## config.mk

```make
export PLATFORM = sky130hd
export DESIGN_NAME = fpga_link_rx_fifo_flat
export DESIGN_NICKNAME = d
export VERILOG_FILES = /design/src/rtl/fpga_link_rx_fifo_if.sv /design/src/rtl/fpga_link_rx_fifo.sv /design/src/flat_wrapper.sv
export SDC_FILE = /design/constraint.sdc
export NUM_CORES = 1
export LEC_CHECK = 0
export BUFFER_PORTS_ARGS = -buffer_cell sky130_fd_sc_hd__buf_2
export CORE_ASPECT_RATIO = 1.5
export CORE_UTILIZATION = 45
export CTS_CLUSTER_DIAMETER = 80
export DETAILED_ROUTE_END_ITERATION = 6
export GPL_TIMING_DRIVEN = 1
export PLACE_DENSITY = 0.6
export SLEW_MARGIN = 20
export SYNTH_ARGS = -nofsm -noshare
export SYNTH_HDL_FRONTEND = slang
export SYNTH_SLANG_ARGS = --single-unit
```

## constraint.sdc

```tcl
create_clock -name clock -period 4.15 [get_ports clock]
set_clock_uncertainty 0.1 [all_clocks]
set_input_delay 0.83 -clock clock [delete_from_list [all_inputs] [get_ports clock]]
set_output_delay 0.83 -clock clock [all_outputs]
set_load 0.005 [all_outputs]
```

## src/rtl/fpga_link_rx_fifo_if.sv

```systemverilog
// -----------------------------------------------------------------------------
// fpga_link_rx_fifo_if
// Bundles the serial link handshake and the consumer-side FIFO signals of
// fpga_link_rx_fifo.
//   send, finish, data_line : link transmitter -> receiver
//   acknowledge             : receiver -> link transmitter
//   processed               : consumer pop strobe
//   data_out, received      : FIFO head byte and not-empty flag
//   frame_error             : one-cycle protocol-violation pulse
//   fifo_count              : FIFO occupancy, 0..FIFO_DEPTH
// master = transmitter/consumer side, slave = receiver (the FIFO block).
// -----------------------------------------------------------------------------
interface fpga_link_rx_fifo_if #(
    parameter int FIFO_DEPTH = 4
);
    localparam int CW = $clog2(FIFO_DEPTH) + 1;

    logic          send;
    logic          finish;
    logic          data_line;
    logic          processed;
    logic          acknowledge;
    logic [7:0]    data_out;
    logic          received;
    logic          frame_error;
    logic [CW-1:0] fifo_count;

    modport master (
        output send, finish, data_line, processed,
        input  acknowledge, data_out, received, frame_error, fifo_count
    );

    modport slave (
        input  send, finish, data_line, processed,
        output acknowledge, data_out, received, frame_error, fifo_count
    );
endinterface

```

## src/rtl/fpga_link_rx_fifo.sv

```systemverilog
// -----------------------------------------------------------------------------
// fpga_link_rx_fifo
// Receives bytes over a one-bit serial link (LSB first while send=1), then
// completes a four-phase finish/acknowledge handshake and pushes the byte into
// a circular FIFO read by a consumer through processed/data_out.
// Ports:
//   clock : single clock, rising edge
//   reset : asynchronous, active-low
//   link  : fpga_link_rx_fifo_if.slave (handshake, serial data, FIFO outputs)
// -----------------------------------------------------------------------------
module fpga_link_rx_fifo #(
    parameter int FIFO_DEPTH = 4
) (
    input  logic                  clock,
    input  logic                  reset,
    fpga_link_rx_fifo_if.slave    link
);
    localparam int AW = $clog2(FIFO_DEPTH);
    localparam int CW = AW + 1;

    localparam logic [1:0] ST_IDLE     = 2'd0;
    localparam logic [1:0] ST_SHIFT    = 2'd1;
    localparam logic [1:0] ST_WAIT_FIN = 2'd2;
    localparam logic [1:0] ST_ACK      = 2'd3;

    logic [1:0]    state_q,   state_d;
    logic [2:0]    bit_cnt_q, bit_cnt_d;
    logic [7:0]    shift_q,   shift_d;
    logic          ack_q,     ack_d;
    logic          ferr_q,    ferr_d;
    logic [AW-1:0] wr_ptr_q,  wr_ptr_d;
    logic [AW-1:0] rd_ptr_q,  rd_ptr_d;
    logic [CW-1:0] count_q,   count_d;

    logic [7:0]    fifo_mem [FIFO_DEPTH];

    logic          push;
    logic          pop;
    logic          space;

    always_comb begin
        // A pop with an empty FIFO is simply ignored.
        pop   = link.processed && (count_q != '0);
        // A full FIFO still has room if the head leaves in the same cycle.
        space = (count_q != CW'(FIFO_DEPTH)) || pop;

        push      = 1'b0;
        state_d   = state_q;
        bit_cnt_d = bit_cnt_q;
        shift_d   = shift_q;
        ack_d     = 1'b0;
        ferr_d    = 1'b0;

        case (state_q)
            ST_IDLE: begin
                // finish is deliberately ignored here.
                if (link.send) begin
                    shift_d   = {7'd0, link.data_line};
                    bit_cnt_d = 3'd1;
                    state_d   = ST_SHIFT;
                end
            end
            ST_SHIFT: begin
                if (link.send) begin
                    shift_d[bit_cnt_q] = link.data_line;
                    if (bit_cnt_q == 3'd7) begin
                        bit_cnt_d = 3'd0;
                        state_d   = ST_WAIT_FIN;
                    end else begin
                        bit_cnt_d = bit_cnt_q + 3'd1;
                    end
                end else begin
                    // Truncated byte: report and drop it.
                    ferr_d    = 1'b1;
                    bit_cnt_d = 3'd0;
                    shift_d   = 8'h00;
                    state_d   = ST_IDLE;
                end
            end
            ST_WAIT_FIN: begin
                if (link.finish) begin
                    // Without space the byte is held here until the consumer
                    // frees an entry; acknowledge stays low meanwhile.
                    if (space) begin
                        push    = 1'b1;
                        ack_d   = 1'b1;
                        state_d = ST_ACK;
                    end
                end else if (link.send) begin
                    // A new byte started before the handshake finished.
                    ferr_d  = 1'b1;
                    shift_d = 8'h00;
                    state_d = ST_IDLE;
                end
            end
            ST_ACK: begin
                if (link.finish) begin
                    ack_d = 1'b1;
                end else begin
                    state_d = ST_IDLE;
                end
            end
            default: state_d = ST_IDLE;
        endcase

        // Power-of-two depth: pointers wrap naturally.
        wr_ptr_d = push ? wr_ptr_q + AW'(1) : wr_ptr_q;
        rd_ptr_d = pop  ? rd_ptr_q + AW'(1) : rd_ptr_q;

        case ({push, pop})
            2'b10:   count_d = count_q + CW'(1);
            2'b01:   count_d = count_q - CW'(1);
            default: count_d = count_q;
        endcase
    end

    always_ff @(posedge clock or negedge reset) begin
        if (!reset) begin
            state_q   <= ST_IDLE;
            bit_cnt_q <= 3'd0;
            shift_q   <= 8'h00;
            ack_q     <= 1'b0;
            ferr_q    <= 1'b0;
            wr_ptr_q  <= '0;
            rd_ptr_q  <= '0;
            count_q   <= '0;
        end else begin
            state_q   <= state_d;
            bit_cnt_q <= bit_cnt_d;
            shift_q   <= shift_d;
            ack_q     <= ack_d;
            ferr_q    <= ferr_d;
            wr_ptr_q  <= wr_ptr_d;
            rd_ptr_q  <= rd_ptr_d;
            count_q   <= count_d;
        end
    end

    // Storage has no reset; entries are only observed while counted valid.
    always_ff @(posedge clock) begin
        if (push) begin
            fifo_mem[wr_ptr_q] <= shift_q;
        end
    end

    assign link.acknowledge = ack_q;
    assign link.frame_error = ferr_q;
    assign link.fifo_count  = count_q;
    assign link.received    = (count_q != '0);
    // Forced to zero when empty so reset and idle read as 8'h00.
    assign link.data_out    = (count_q != '0) ? fifo_mem[rd_ptr_q] : 8'h00;

endmodule

```

## src/flat_wrapper.sv

```systemverilog
// flat-port wrapper written by rule: the top's interface ports become plain ports
module fpga_link_rx_fifo_flat 
#(
    parameter int FIFO_DEPTH = 4
)
  (clock, reset, link_send, link_finish, link_data_line, link_processed, link_acknowledge, link_data_out, link_received, link_frame_error, link_fifo_count);
  fpga_link_rx_fifo_if #(.FIFO_DEPTH(FIFO_DEPTH)) link_i ();
  input  logic clock;
  input  logic reset;
  input wire logic [$bits(link_i.send)-1:0] link_send;
  input wire logic [$bits(link_i.finish)-1:0] link_finish;
  input wire logic [$bits(link_i.data_line)-1:0] link_data_line;
  input wire logic [$bits(link_i.processed)-1:0] link_processed;
  output wire logic [$bits(link_i.acknowledge)-1:0] link_acknowledge;
  output wire logic [$bits(link_i.data_out)-1:0] link_data_out;
  output wire logic [$bits(link_i.received)-1:0] link_received;
  output wire logic [$bits(link_i.frame_error)-1:0] link_frame_error;
  output wire logic [$bits(link_i.fifo_count)-1:0] link_fifo_count;
  assign link_i.send = link_send;
  assign link_i.finish = link_finish;
  assign link_i.data_line = link_data_line;
  assign link_i.processed = link_processed;
  assign link_acknowledge = link_i.acknowledge;
  assign link_data_out = link_i.data_out;
  assign link_received = link_i.received;
  assign link_frame_error = link_i.frame_error;
  assign link_fifo_count = link_i.fifo_count;
  fpga_link_rx_fifo #(.FIFO_DEPTH(FIFO_DEPTH)) u_core (.clock(clock), .reset(reset), .link(link_i));
endmodule
```

# After elaboration in Yosys (flattened, before gate mapping)
# Memory sizes are Yosys's and may differ from the RTL's.
# Index checks and enable logic that the tools add are counted.
# word_totals
ram_bits,32
ff_bits,22
mem_count,1
out_inout_bits,14
# mem_list
memory,words,width,rd,rd_clocked_by_memory_dff,write_ports,line_no,rtl
u_core.fifo_mem,4,8,1,0,1,fpga_link_rx_fifo.sv:35,logic [7:0] fifo_mem [FIFO_DEPTH];
# classes
n_lt_le_gt_ge,2
n_mux,33
addsub,5
eq_ne,14
n_reduce_logical,11
# op_table
op,n
8-bit two-way mux,5
8-bit one-hot mux with 3 select lines,1
2-bit two-way mux,7
3-bit one-hot mux with 2 select lines,2
1-bit two-way mux,10
3-bit two-way mux,3
8-bit bitwise mux,1
"2-bit != test, second input constant",4
2-bit one-hot mux with 4 select lines,1
"3-bit by 1-bit adder with 3-bit output, second input constant",2
"2-bit equality test, second input constant",3
"3-bit by 2-bit != test with 1-bit output, second input constant",2
"3-bit != test, second input constant",2
3-bit nonzero test,2
5-bit AND reduction,1
"2-bit by 1-bit adder with 2-bit output, second input constant",2
"2-bit by 1-bit equality test with 1-bit output, second input constant",2
"3-bit by 4-bit < comparator with 1-bit output, second input constant",1
1-bit one-hot mux with 2 select lines,2
4-bit AND reduction,1
2-bit nonzero test,2
1-bit demux with 3-bit select,1
"3-bit equality test, second input constant",1
"3-bit by 1-bit >= comparator with 1-bit output, second input constant",1
other kinds (5),6

# Longest topological paths before layout
# Gate-level depths: netlist (run 1).
# logic_depth
ltp_word,8
depth_mapped,12
ltp_nobuf,11

# Worst setup path before layout (run 1)
# No wires, ideal clock.
# synth_timing
kind,in2reg
startpoint,input port link_processed
endpoint,"register u_core.count_q[2], in the netlist u_core.link.fifo_count[2]"
n_path_buf,0
stages,9
path_slack_ns,1.433
required_ns,3.971
t_arrival_ns,2.537
cell_sequence,or4b_4 -> and2_1 -> inv_1 -> ha_1 -> inv_1 -> fa_1 -> xor2_1 -> nor2_1 -> xor2_1
# synth_via
elab_chain_len,7
# synth_lines
element,line_no,rtl
"start, declared",flat_wrapper.sv:13,input wire logic [$bits(link_i.processed)-1:0] link_processed;
1-bit logical AND (*),fpga_link_rx_fifo.sv:43,pop = link.processed && (count_q != '0);
1-bit logical OR,fpga_link_rx_fifo.sv:45,space = (count_q != CW'(FIFO_DEPTH)) || pop;
1-bit two-way mux,fpga_link_rx_fifo.sv:84,if (space) begin
1-bit two-way mux,fpga_link_rx_fifo.sv:81,if (link.finish) begin
1-bit two-way mux,fpga_link_rx_fifo.sv:54,case (state_q)
2-bit by 1-bit equality test with 1-bit output or 2-bit equality test (tied branches),fpga_link_rx_fifo.sv:110,"case ({push, pop})"
3-bit one-hot mux with 2 select lines or 2-bit nonzero test (tied branches),--,
"end signal, assigned",fpga_link_rx_fifo.sv:135,count_q <= count_d;
"end, declared",fpga_link_rx_fifo.sv:33,"logic [CW-1:0] count_q, count_d;"
# Mark *: on every way between the ends. The rest lies on a longest branch, timed or not.
# A chain may end at the register's enable or synchronous reset.

# Worst setup path after layout (run 1)
# layout_timing
startpoint,register u_core.rd_ptr_q[0]
endpoint,output port link_data_out[4]
# layout_via
elab_chain_len,2
# layout_lines
element,line_no,rtl
"start, declared",fpga_link_rx_fifo.sv:32,"logic [AW-1:0] rd_ptr_q, rd_ptr_d;"
"start signal, assigned",fpga_link_rx_fifo.sv:134,rd_ptr_q <= rd_ptr_d;
memory read 4 x 8 bit,--,
8-bit two-way mux,fpga_link_rx_fifo.sv:151,assign link.data_out = (count_q != '0) ? fifo_mem[rd_ptr_q] : 8'h00;
"end, declared",flat_wrapper.sv:15,output wire logic [$bits(link_i.data_out)-1:0] link_data_out;
# Every way passes these cells.

==> reports/results.ini, run 1 <==
[place]
place.gp.congestion = 0.753
post-dp-hpwl_um = 3140
portBuffers = 19
dp.cells = 260

[setup_path]
crit_path_end = link_data_out[4]
endpoint_kind = output port
r2r_slack_ns = 1.61
slowest_stage = dfrtp_1
worstReg2RegStart = u_core.state_q[0]
worstSetupStartpoint = u_core.rd_ptr_q[0]
cp_max_fo = 10
reg2reg_to = u_core.link.fifo_count[2]
cp_data_required_time_ns = 3.22
rr_worst_depth = 11
arrival_ns = 1.87
criticalPathCategory = flip-flop to output port
max_stage_delay_ns = 0.72
crit_chain = mux4_2 -> and2_1 -> buf_2
startpoint_type = flip-flop

[synth]
syn_area_per_cell_sq_um = 13.7
yosysTopAreaCell = edfxtp_1
yosys.area_share.adder_pct = 6.34
yosysTopAreaCellShare_pct = 38.6
synth-xor-area-share_pct = 2.46
yosysWarnings = 0
netlist_area_sq_mm = 0.00249
synth_cell_types = 34
synth_simple_gate_area_share_pct = 9.91
synth_compound_area_share_pct = 9.00
ys_seq_area_share_pct = 60.8
synth.area.mux_share_pct = 8.25
synth_top_family_by_area = simple AND/OR/NAND/NOR gates
mappedNetlistNets = 200
synthTopCellsByArea = edfxtp_1 (39%), dfrtp_1 (22%), mux4_2 (7.2%)
yosys_register_bits = 54
synthCells = 182

[global_route]
grt_pass1_wl_um = 7040
grt_max_degree = 23
grt_use_total_pct = 16.1
grt_pass1_vias = 1434
grt_antenna_before_repair = 0
grt.overflow.total = 0

[clock_network]
cts_tree = yes
clkLatencyLatePin_ns = 0.30
cts_setup_buffers = 0
ctsHoldBuffers = 0
clock_sinks = 54
clk_path_buf_depth = 2
path_clk_slew_ns = 0.09
h-tree-depth = 2
root_buffer = clkbuf_8
cts-resized-gates = 0
cts_buffers = 5

[layout]
fill_cells = 463
fin_cells = 268
nets = 217
post-route-util_pct = 51.8
syn2layout_area_growth_pct = 9.31
drive_gt1_share_pct = 18.0
insertedDiodeCount = 0

[pwr]
power_density_mw_per_mm2 = 602
vdd_drop_max_v = 0.000420
leakagePower_nw = 1.10
p_total_mw = 1.64

[sta]
fin_setup_tns_ns = 0
drv_slew = 0
grt_setup_unrepaired = no
final_hold_viol_count = 0
worst_pin_slew_ns = 0.626
fmax_mhz = 357
min_period_ns = 2.80
hold_slack_ns = 0.398
setup_viol = 0
maxSlewHeadroom_pct = 58.2
fin_crit_sh_pct = 67.5

[outcome]
outcome = complete, no violations

[floorplanning]
die_w_um = 62.7
rows = 32
ioPinCount = 20
core_sq_mm = 0.00525
die_height_um = 93.1
start_util_pct = 47.4
dieArea_sq_mm = 0.00584

[drt]
drt_pass1_iterations = 5
drc = 0
post_drt_wl_per_cell_um = 15.6
vias = 1446
drtAntennaViolNets = 0
vias_per_cell = 5.40
drt_iter0_drc = 57
drt_wl_total_um = 4180

[hold_path]
hold_class = primary input to async pin

[job]
cap_violations = 0

-- metal layers --
metal	track usage, %	share of wire (%)
met5	0	0
met4	6.59	1.4
met3	2.93	2.1
met2	29.8	56
met1	18.1	40
-- layout by cell type (no fill, tap or decap), types with 6 or more instances in the layout --
cell      netlist  routed
mux4_2          8       8
o21ai_0        11      11
nor2_1          6       6
edfxtp_1       32      32
ha_1           11      11
and2_1         11      11
buf_2           2      19
nand2_1        12      12
o211ai_1        7       7
dfrtp_1        22      22
inv_1          12      12
-- layout make-up --
type / instances / area [sq um] / share of cell area [%]
flip-flops and latches: 54 / 1510 / 55.6
multi-input cells: 107 / 895 / 32.9
repair buffers: 19 / 95.1 / 3.50
well taps: 68 / 85.1 / 3.13
clock buffers: 6 / 72.6 / 2.67
inverters: 12 / 45.0 / 1.66
clock inverters: 2 / 15.0 / 0.552
-- registers in the layout (all words and copies together), names as in the netlist --
signal	flops
u_core.fifo_mem	32
u_core.shift_q	8
u_core.bit_cnt_q	3
u_core.link.fifo_count	3
u_core.rd_ptr_q	2
u_core.state_q	2
u_core.wr_ptr_q	2
u_core.link.acknowledge	1
u_core.link.frame_error	1
-- critical path, delay by kind of cell, from the launching register on --
kind | cells | cell delay [ns]
DFF | 1 | 0.72
and+or+nand+nor | 1 | 0.17
buffers and inverters | 1 | 0.12
muxes | 1 | 0.57
-- cell usage after synthesis, drive strengths merged --
cell type  number
o21ai          11
o221ai          1
nand2          12
ha             11
a32o            2
a21oi           1
mux4            8
nor3            1
nor2b           1
xor2            4
inv            12
fa              1
a21boi          2
or4b            1
buf             2
o211ai          7
or4             1
mux2i           1
nand2b          2
and2           11
nand3           4
o21a            1
mux2            1
edfxtp         32
a311oi          4
xnor2           3
or3             2
o31ai           2
o32a            1
nor2            6
and3            4
nor3b           1
dfrtp          22
clkbuf          7
-- cell families after synthesis --
family	Yosys count
DFF	54
and+or+nand+nor	46
AOI/OAI and AO/OA	32
buffers and inverters	21
adders and majority gates	12
muxes	10
xor gates and xnor gates	7
-- through the flow --
stage | setup slack (ns) | instance area, sq um
3_5_place_dp | 1.20 | 2630
5_1_grt | 1.22 | 2720
3_3_place_gp | 1.28 | 2630
4_1_cts | 1.28 | 2720
2_1_floorplan | 1.43 | 2490
6_report | 1.35 | 2720
-- report_power, final --
| part | internal [mW] | switching [mW] |
|---|---|---|
| logic | 0.295 | 0.271 |
| clock network | 0.119 | 0.161 |
| registers | 0.661 | 0.131 |
-- how the worst min path moves through the flow --
stage,from,endpoint
after floorplan,u_core.shift_q[0],u_core.fifo_mem[0][0]
final,reset,u_core.rd_ptr_q[0]
after detailed placement,u_core.link.fifo_count[2],u_core.link.fifo_count[2]
after global placement,u_core.link.fifo_count[2],u_core.link.fifo_count[2]
after global routing,reset,u_core.rd_ptr_q[0]
after CTS,reset,u_core.link.frame_error
Power figures use the tool's default switching activity.
==> run 2: changes to the inputs <==
--- a/config.mk
+++ b/config.mk
@@ -5,6 +5,7 @@
 export SDC_FILE = /design/constraint.sdc
 export NUM_CORES = 1
 export LEC_CHECK = 0
+export ABC_AREA = 1
 export BUFFER_PORTS_ARGS = -buffer_cell sky130_fd_sc_hd__buf_2
 export CORE_ASPECT_RATIO = 1.5
 export CORE_UTILIZATION = 45
==> constraint.sdc (replaced) <==
create_clock -name clock -period 2.61 [get_ports clock]
set_clock_uncertainty 0.1 [all_clocks]
set_input_delay 0.522 -clock clock [delete_from_list [all_inputs] [get_ports clock]]
set_output_delay 0.522 -clock clock [all_outputs]
set_load 0.005 [all_outputs]
==> run 2 against run 1 <==
  * Cell area is 6.0% higher
  * Power increased by 77%
  * Via count grew 24%
  * First-iteration DRC count is 18% lower
==> reports/results.ini, run 2 <==
[outcome]
outcome = complete, no violations

[sta]
maxSlewHeadroom_pct = 64.9  ; +6.7 points
final_hold_viol_count = 0  ; unchanged
worst_pin_slew_ns = 0.527  ; -0.0999 ns
grt_setup_unrepaired = no
fin_setup_tns_ns = 0  ; unchanged
min_period_ns = 2.20
fin_crit_sh_pct = 84.4
setup_viol = 0  ; unchanged
drv_slew = 0  ; unchanged
hold_slack_ns = 0.0857  ; -0.313 ns
fmax_mhz = 454

[synth]
synth_common_cells = nand2_1 (57), nor2_1 (46), edfxtp_1 (32)
ys_seq_area_share_pct = 58.9  ; -1.9 points
synth.area.mux_share_pct = 0  ; -8.2 points
yosysTopAreaCellShare_pct = 37.4  ; -1.2 points
yosysTopAreaCell = edfxtp_1
yosysWarnings = 0  ; unchanged
ys_async_sr_fraction_pct = 40.7  ; unchanged
synthCells = 270  ; +48%
synth_edf_count = 32  ; unchanged
synth_cell_types = 21  ; -38%
syn_area_per_cell_sq_um = 9.50  ; -30%
synth_simple_gate_area_share_pct = 20.4  ; +11 points
yosys.area_share.adder_pct = 6.14  ; -0.19 points
yosys_register_bits = 54  ; unchanged
synth_most_common_cell = nand2_1
synthTopCellsByArea = edfxtp_1 (37%), dfrtp_1 (21%), nand2_1 (8.3%)
synth_top_family_by_area = simple AND/OR/NAND/NOR gates
synth-xor-area-share_pct = 1.02  ; -1.4 points
synth_ff_type = edfxtp_1
netlist_area_sq_mm = 0.00257  ; +3.2%
mappedNetlistNets = 288  ; +44%
synth_compound_area_share_pct = 8.39  ; -0.62 points

[place]
portBuffers = 19  ; unchanged
place.gp.congestion = 0.743  ; -1.3%
post-dp-hpwl_um = 3420  ; +8.9%
placed_area_sq_mm = 0.00277  ; +5.3%

[pwr]
power_density_mw_per_mm2 = 1000  ; +67%
p_comb_share_pct = 40.1  ; +5.6 points
power.share.clock_pct = 18.9  ; +1.8 points
vdd_drop_max_v = 0.000440  ; +4.7%
p_total_mw = 2.89  ; +77%
switching_share_pct = 38.8  ; +4.5 points
pwr-share-seq_pct = 41.0  ; -7.4 points
p_sw_mw = 1.12  ; +100%
p_int_mw = 1.77  ; +65%
leakagePower_nw = 1.27  ; +16%

[clock_network]
cts_setup_buffers = 0  ; unchanged
ctsHoldBuffers = 0  ; unchanged
cts-resized-gates = 0  ; unchanged
clock_sinks = 54  ; unchanged
root_buffer = clkbuf_8
cts_tree = yes
h-tree-depth = 2  ; unchanged
cts_buffers = 5  ; unchanged
path_clk_slew_ns = 0.10  ; about the same
clkLatencyLatePin_ns = 0.30  ; about the same
clk_path_buf_depth = 2  ; unchanged

[floorplanning]
core_sq_mm = 0.00549  ; +4.7%
rows = 33  ; +3.1%
dieArea_sq_mm = 0.00601  ; +3.1%
die_w_um = 63.7  ; +1.5%
ioPinCount = 20  ; unchanged
start_util_pct = 46.7  ; -0.69 points
die_height_um = 94.5  ; +1.5%

[layout]
mostFrequentLayoutCells = nand2_1 (57), nor2_1 (46), edfxtp_1 (32)
regMostFlops = u_core.fifo_mem
regArea_sq_mm = 0.00151  ; unchanged
top_regs = u_core.fifo_mem (32), u_core.shift_q (8)
final_common_cell = nand2_1
fill_cells = 522  ; +13%
syn2layout_area_growth_pct = 12.3
drive_gt1_share_pct = 16.1  ; -1.9 points
largest_reg_flops = 32  ; unchanged
insertedDiodeCount = 0  ; unchanged
final_cell_area_sq_mm = 0.00288  ; +6.0%
multi_input_comb_area_sq_um = 923  ; +3.2%
nets = 316  ; +46%
post-route-util_pct = 52.5  ; +0.66 points

[global_route]
grt_pass1_wl_um = 8080  ; +15%
grt_max_degree = 23  ; unchanged
grt_antenna_before_repair = 0  ; unchanged
grt.overflow.total = 0  ; unchanged
grt_pass1_vias = 1777  ; +24%
grt_use_total_pct = 18.0  ; +1.8 points

[drt]
wl_met1_um = 1940  ; +15%
drt_pass1_iterations = 4  ; -1
drc = 0  ; unchanged
dr_wl_met3_um = 117  ; +33%
drt_iter0_drc = 47  ; -18%
highest_layer = met4
post_drt_wl_per_cell_um = 12.7  ; -19%
vias_per_cell = 4.88  ; -9.6%
drt_wl_total_um = 4680  ; +12%
vias = 1800  ; +24%
drtAntennaViolNets = 0  ; unchanged
dr_wl_met2_um = 2560  ; +9.1%

[setup_path]
arrival_ns = 1.58  ; -0.29 ns
endpoint_kind = output port
startpoint_type = flip-flop
r2r_slack_ns = 0.54  ; -1.07 ns
worstReg2RegStart = u_core.state_q[0]
rr_worst_depth = 9  ; -2
cp_data_required_time_ns = 1.99  ; -1.23 ns
reg2reg_to = u_core.link.fifo_count[2]
cp_max_fo = 10  ; unchanged
criticalPathCategory = flip-flop to output port

[job]
cap_violations = 0  ; unchanged

[hold_path]
hold_class = primary input to async pin

==> run 2: layout make-up <==
class / instances / share of cell area (%)
clock buffer: 5 / 2.39
clock inverter: 3 / 1.48
inverter: 29 / 3.78
multi-input combinational: 183 / 32.0
sequential: 54 / 52.4
tap: 70 / 3.04
timing repair buffer: 25 / 4.86
==> run 2: metrics by stage <==
step | instances | worst slack (ns)
6_report | 369 | 0.408
4_1_cts | 369 | 0.400
3_3_place_gp | 361 | 0.491
3_5_place_dp | 361 | 0.454
2_1_floorplan | 270 | 0.582
5_1_grt | 369 | 0.257
==> run 2: power by group through the flow <==
stage / Clock, mW / Sequential (mW) / Combinational [mW]
final: 0.547 / 1.19 / 1.16
after CTS: 0.561 / 1.19 / 1.18
after detailed placement: 0 / 1.21 / 1.17
after floorplan: 0 / 1.15 / 0.862
after global placement: 0 / 1.20 / 1.16
after global routing: 0.595 / 1.21 / 1.35
==> run 2: metal layers <==
| layer | GRT usage, % | vias to the layer above |
|---|---|---|
| li1 | - | 933 |
| met1 | 19.4 | 836 |
| met2 | 34.0 | 25 |
| met3 | 2.90 | 6 |
| met4 | 7.77 | 0 |
| met5 | 0 | - |
==> run 2: critical path: stages, from the launching register on <==
cell     delay (ns)
dfrtp_1        0.59
inv_2          0.18
nor2_1         0.16
o21ai_1        0.08
a21oi_1        0.14
buf_2          0.13
==> run 2: kinds of logic after synthesis <==
kind of cell	after synthesis
AND/OR/NAND/NOR	125
flip-flops	54
AO/OA/AOI/OAI	43
buffers and inverters	33
adder cells (fa/ha/maj)	12
XOR/XNOR	3
==> run 2: worst max-delay path by stage <==
stage | cells past startpoint | startpoint | end
after floorplan | 9 | link_processed | u_core.link.fifo_count[2]
after global placement | 10 | link_processed | u_core.link.fifo_count[2]
after detailed placement | 10 | link_processed | u_core.link.fifo_count[2]
after CTS | 5 | u_core.rd_ptr_q[1] | link_data_out[4]
after global routing | 5 | u_core.rd_ptr_q[1] | link_data_out[5]
final | 5 | u_core.rd_ptr_q[1] | link_data_out[4]
